### src/rtl/morse_letter_decoder_if.sv
// Interface bundling the keyed-line inputs and the decoded-letter outputs of
// the Morse letter decoder.
interface morse_letter_decoder_if;
    logic       tick;
    logic       key;
    logic [2:0] letter;
    logic [2:0] size;
    logic       valid;
    logic       error;
    logic       busy;

    modport master (
        output tick,
        output key,
        input  letter,
        input  size,
        input  valid,
        input  error,
        input  busy
    );

    modport slave (
        input  tick,
        input  key,
        output letter,
        output size,
        output valid,
        output error,
        output busy
    );
endinterface

### src/rtl/morse_letter_decoder.sv
// Receive-side Morse decoder for letters A-H: times marks and spaces on a ticked
// timebase, collects up to four dot/dash symbols and decodes the letter code.
module morse_letter_decoder #(
    parameter int DOT_MAX = 2,
    parameter int GAP_END = 3,
    parameter int CNT_W   = 4
) (
    input  logic                   clk,
    input  logic                   reset,
    morse_letter_decoder_if.slave  bus
);

    typedef enum logic [1:0] {
        IDLE  = 2'd0,
        MARK  = 2'd1,
        SPACE = 2'd2,
        DONE  = 2'd3
    } state_t;

    localparam logic [CNT_W-1:0] CNT_MAX  = {CNT_W{1'b1}};
    localparam logic [CNT_W-1:0] DOT_LIM  = CNT_W'(DOT_MAX);
    localparam logic [CNT_W-1:0] GAP_LAST = CNT_W'(GAP_END - 1);

    state_t           state_r;
    logic [CNT_W-1:0] cnt_r;
    logic [3:0]       pattern_r;
    logic [2:0]       nsym_r;
    logic             ovf_r;
    logic [2:0]       letter_r;
    logic [2:0]       size_r;
    logic             valid_r;
    logic             error_r;
    logic             busy_r;

    logic [CNT_W-1:0] cnt_inc_s;
    logic             sym_s;
    logic [3:0]       decode_s;
    logic             hit_s;
    logic [2:0]       code_s;

    // Pattern table: returns {match, letter code}; the symbol count is part of
    // the key because the pattern register keeps leading zeros.
    function automatic logic [3:0] decode_letter(input logic [2:0] n, input logic [3:0] p);
        logic [3:0] r;
        case ({n, p})
            7'b010_0001: r = 4'b1_000;
            7'b100_1000: r = 4'b1_001;
            7'b100_1010: r = 4'b1_010;
            7'b011_0100: r = 4'b1_011;
            7'b001_0000: r = 4'b1_100;
            7'b100_0010: r = 4'b1_101;
            7'b011_0110: r = 4'b1_110;
            7'b100_0000: r = 4'b1_111;
            default:     r = 4'b0_000;
        endcase
        return r;
    endfunction

    // Saturating tick counter increment, mark classification and letter lookup.
    always_comb begin
        cnt_inc_s = cnt_r;
        if (cnt_r == CNT_MAX) begin
            cnt_inc_s = cnt_r;
        end else begin
            cnt_inc_s = cnt_r + CNT_W'(1);
        end
        sym_s    = (cnt_r > DOT_LIM);
        decode_s = decode_letter(nsym_r, pattern_r);
        hit_s    = decode_s[3] & ~ovf_r;
        code_s   = decode_s[2:0];
    end

    // Decoder FSM with registered outputs; a key change overrides a coincident tick.
    always_ff @(posedge clk) begin
        if (reset) begin
            state_r   <= IDLE;
            cnt_r     <= '0;
            pattern_r <= 4'd0;
            nsym_r    <= 3'd0;
            ovf_r     <= 1'b0;
            letter_r  <= 3'd0;
            size_r    <= 3'd0;
            valid_r   <= 1'b0;
            error_r   <= 1'b0;
            busy_r    <= 1'b0;
        end else begin
            valid_r <= 1'b0;
            error_r <= 1'b0;
            case (state_r)
                IDLE: begin
                    if (bus.key) begin
                        state_r   <= MARK;
                        busy_r    <= 1'b1;
                        cnt_r     <= '0;
                        pattern_r <= 4'd0;
                        nsym_r    <= 3'd0;
                        ovf_r     <= 1'b0;
                    end
                end
                MARK: begin
                    if (bus.key) begin
                        if (bus.tick) begin
                            cnt_r <= cnt_inc_s;
                        end
                    end else begin
                        // A fifth symbol is not stored; it only poisons the letter.
                        if (nsym_r < 3'd4) begin
                            pattern_r <= {pattern_r[2:0], sym_s};
                            nsym_r    <= nsym_r + 3'd1;
                        end else begin
                            ovf_r <= 1'b1;
                        end
                        cnt_r   <= '0;
                        state_r <= SPACE;
                    end
                end
                SPACE: begin
                    if (bus.key) begin
                        state_r <= MARK;
                        cnt_r   <= '0;
                    end else if (bus.tick) begin
                        if (cnt_r == GAP_LAST) begin
                            state_r <= DONE;
                        end else begin
                            cnt_r <= cnt_inc_s;
                        end
                    end
                end
                DONE: begin
                    if (hit_s) begin
                        letter_r <= code_s;
                        size_r   <= nsym_r;
                        valid_r  <= 1'b1;
                    end else begin
                        error_r <= 1'b1;
                    end
                    state_r <= IDLE;
                    busy_r  <= 1'b0;
                end
                default: begin
                    state_r <= IDLE;
                    busy_r  <= 1'b0;
                end
            endcase
        end
    end

    assign bus.letter = letter_r;
    assign bus.size   = size_r;
    assign bus.valid  = valid_r;
    assign bus.error  = error_r;
    assign bus.busy   = busy_r;

endmodule
### src/flat_wrapper.sv
// flat-port wrapper written by rule: the top's interface ports become plain ports
module morse_letter_decoder_flat 
#(
    parameter int DOT_MAX = 2,
    parameter int GAP_END = 3,
    parameter int CNT_W   = 4
)
  (clk, reset, bus_tick, bus_key, bus_letter, bus_size, bus_valid, bus_error, bus_busy);
  morse_letter_decoder_if bus_i ();
  input  logic clk;
  input  logic reset;
  input wire logic [$bits(bus_i.tick)-1:0] bus_tick;
  input wire logic [$bits(bus_i.key)-1:0] bus_key;
  output wire logic [$bits(bus_i.letter)-1:0] bus_letter;
  output wire logic [$bits(bus_i.size)-1:0] bus_size;
  output wire logic [$bits(bus_i.valid)-1:0] bus_valid;
  output wire logic [$bits(bus_i.error)-1:0] bus_error;
  output wire logic [$bits(bus_i.busy)-1:0] bus_busy;
  assign bus_i.tick = bus_tick;
  assign bus_i.key = bus_key;
  assign bus_letter = bus_i.letter;
  assign bus_size = bus_i.size;
  assign bus_valid = bus_i.valid;
  assign bus_error = bus_i.error;
  assign bus_busy = bus_i.busy;
  morse_letter_decoder #(.DOT_MAX(DOT_MAX), .GAP_END(GAP_END), .CNT_W(CNT_W)) u_core (.clk(clk), .reset(reset), .bus(bus_i));
endmodule
### config.mk
export PLATFORM = sky130hd
export DESIGN_NAME = morse_letter_decoder_flat
export DESIGN_NICKNAME = d
export VERILOG_FILES = /design/src/rtl/morse_letter_decoder_if.sv /design/src/rtl/morse_letter_decoder.sv /design/src/flat_wrapper.sv
export SDC_FILE = /design/constraint.sdc
export NUM_CORES = 1
export LEC_CHECK = 0
export CAP_MARGIN = 10
export CORE_MARGIN = 1.5
export CORE_UTILIZATION = 56
export DETAILED_ROUTE_END_ITERATION = 8
export DONT_BUFFER_PORTS = 1
export PLACE_DENSITY = 0.85
export RECOVER_POWER = 100
export SETUP_SLACK_MARGIN = 0.2
export SLEW_MARGIN = 20
export SYNTH_ARGS = -nofsm -noshare
export SYNTH_HDL_FRONTEND = slang
export SYNTH_SLANG_ARGS = --single-unit
### constraint.sdc
create_clock -name clk -period 2 [get_ports clk]
set_clock_uncertainty 0.2 [all_clocks]
set_input_delay 0.4 -clock clk [delete_from_list [all_inputs] [get_ports clk]]
set_output_delay 0.4 -clock clk [all_outputs]
set_load 0.03 [all_outputs]
==> flow_summary.yaml <==
power_and_ir_drop:
  powerDensity_nw_per_um2: 728
  ir_drop_uv: 629
  p_leak_nw: 0.703
  power_mw: 1.28
final_layout:
  final_area_um2: 1750
  final_core_util_pct: 76.3
  area_delta_synth_final_pct: 24.9
  final_common_cell: "dfxtp_1"
  final_cell_mix: "18 x dfxtp_1, 16 x nor2_1, 16 x buf_4, 9 x inv_1, 9 x a21oi_1"
  layout-drive-gt1-share_pct: 28.7
  fin_cells: 206
  fin_nets: 196
  n_antenna_cell: 0
grt:
  grtUsageMet1_pct: 33.0
  grt_pass1_wl_um: 5650
  antenna_found_initial: 0
  grtUsageTotal_pct: 27.5
  grt_max_degree: 31
  overflow: 0
  busiest_layer: "met2"
  met3_usage_pct: 5.37
  met2_usage_pct: 46.3
  grt_pass1_vias: 1279
sta:
  fin_tns_setup_ns: 0
  setup_viol: 0
  hold_viol_final: 15
  worst_slack_ns: 0.0628
  relSlewSlack_pct: 76.7
  max_freq_mhz: 516
  finalCritPeriodShare_pct: 96.9
  rsz0062_at_grt: "true"
  maxSlewViolCount: 0
  worstMarginPinSlew_ns: 0.348
  whs_ns: -0.0813
  fin_crit_ns: 1.94
route:
  viasPerCell: 6.19
  routed-via-count: 1275
  drtIter0Drc: 58
  finalWirelength_um: 3650
  ant_nets: 0
  wl_per_cell_um: 17.7
  first_pass_iters: 5
  post-route-drc-count: 0
worst_setup_path:
  critPathMaxStageDelay_ns: 0.48
  path_buf_inv: 1
  path_class: "reg -> reg"
  crit_chain: "buf_6 -> ha_4 -> or4b_4 -> o21ai_4 -> mux2_4 -> nor2_2"
  cp_slowest_cell: "or4b_4"
  crit_arrival_ns: 2.00
  worstSetupEndpointType: "flop"
  critical_path_required_ns: 2.06
  critPathMaxFanout: 4
  start_kind: "flop"
  cpLargestDelayFamily: "simple AND/OR/NAND/NOR gates"
logic_synthesis:
  synth.cell_area_um2: 1400
  synth_nets: 177
  synth_ff_type: "dfxtp_1"
  yosysSeqAreaShare_pct: 32.8
  async_flop_share_pct: 0
  syn_area_per_cell_um2: 8.77
  synth_cell_types: 42
  yosysWarnings: 0
  synth_edf_count: 0
  ys_ff_latch: 23
  netlist_instances: 160
cts:
  clock_path_buffers: 2
  clk_pin_slew_worst_paths_ns: 0.14
  clkLatencyLatePin_ns: 0.32
  cts_sinks: 23
  cts_buffers: 3
  cts_tree: "yes"
  cts-root-buf: "clkbuf_4"
  htree_levels: 1
die:
  row_count: 17
  core_area_um2: 2300
  dieArea_um2: 2820
  ios: 13
  die_y_um: 53.1
  start_util_pct: 61.1
  die_w_um: 53.1
placed_design:
  dp_cells: 184
  numPortBuffers: 0
  post-dp-hpwl_um: 1980
  gp_congestion: 0.816
  post-place-ws_ns: 0.0352
  place_area_um2: 1450
status:
  outcome: "finished, violations left"
  violations: "negative hold slack"
run:
  maxCapViolCount: 0
hold_path:
  hold_class: "in -> reg"
[layer usage]
layer  routed length, um  vias to the layer above
met4                  60                        0
met2                1860                       60
met1                1530                      606
met5                   0                        -
met3                 198                       12
li1                    -                      597
[Yosys cell counts (4+ instances only)]
master	number	area [um2]
dfxtp_1	23	460
nor2_1	18	67.6
ha_1	13	163
inv_1	12	45.0
a21oi_1	9	45.0
mux2i_1	9	90.1
nand2b_1	9	56.3
nand2_1	8	30.0
and2_1	5	31.3
nand3_1	5	25.0
and3_1	4	25.0
nor2b_1	4	25.0
o21ai_0	4	20.0
[path summary, 6_finish.rpt]
path / start / to / slack, ns / depth (start not counted)
worst max-delay path: u_core.state_r[0] / u_core.nsym_r[1] / 0.06 / 6
worst max register to register: u_core.state_r[0] / u_core.nsym_r[1] / 0.06 / 6
worst min-delay path: reset / u_core.nsym_r[1] / -0.08 / 1
worst min register to register: u_core.nsym_r[2] / u_core.nsym_r[2] / 0.34 / 2
[logic make-up (layout without fill, tap and decap cells)]
group / Yosys count / count (layout) / synth area share (%)
simple gates: 63 / 63 / 24.1
compound gates: 33 / 33 / 17.8
flops: 23 / 23 / 32.8
buf+inv: 16 / 34 / 4.81
fa+ha+maj: 13 / 13 / 11.6
mux: 11 / 11 / 8.29
xor+xnor: 1 / 1 / 0.624
[what timing repair did]
item / 4_1_cts / 5_1_grt
setup buffers: 16 / 2
hold endpoints to repair: 15 / 15
pin swaps: 6 / 3
resized for setup: 23 / 12
setup endpoints to repair: 15 / 18
[state kept, by name (all words and copies together), names as in the netlist]
| signal | cells |
|---|---|
| u_core.state_r | 2 |
| u_core.pattern_r | 4 |
| u_core.nsym_r | 3 |
| u_core.ovf_r | 1 |
| u_core.bus.valid | 1 |
| u_core.bus.size | 3 |
| u_core.bus.busy | 1 |
| u_core.bus.error | 1 |
| u_core.cnt_r | 4 |
| u_core.bus.letter | 3 |
[area by class of cell]
type | count | area (um2)
Clock inverter | 1 | 6.26
Multi-Input combinational cell | 121 | 1010
Inverter | 12 | 55.1
Timing Repair Buffer | 18 | 151
Sequential cell | 23 | 477
Clock buffer | 3 | 22.5
Tap cell | 28 | 35.0
Fill cell | 147 | 544
[report_power, final]
part | switching [mW] | total (mW) | internal, mW | leakage [nW]
clock | 0.157 | 0.235 | 0.0779 | 0.0183
sequential | 0.0358 | 0.517 | 0.481 | 0.189
combinational | 0.259 | 0.524 | 0.265 | 0.495
(Power assumes the default switching activity.)
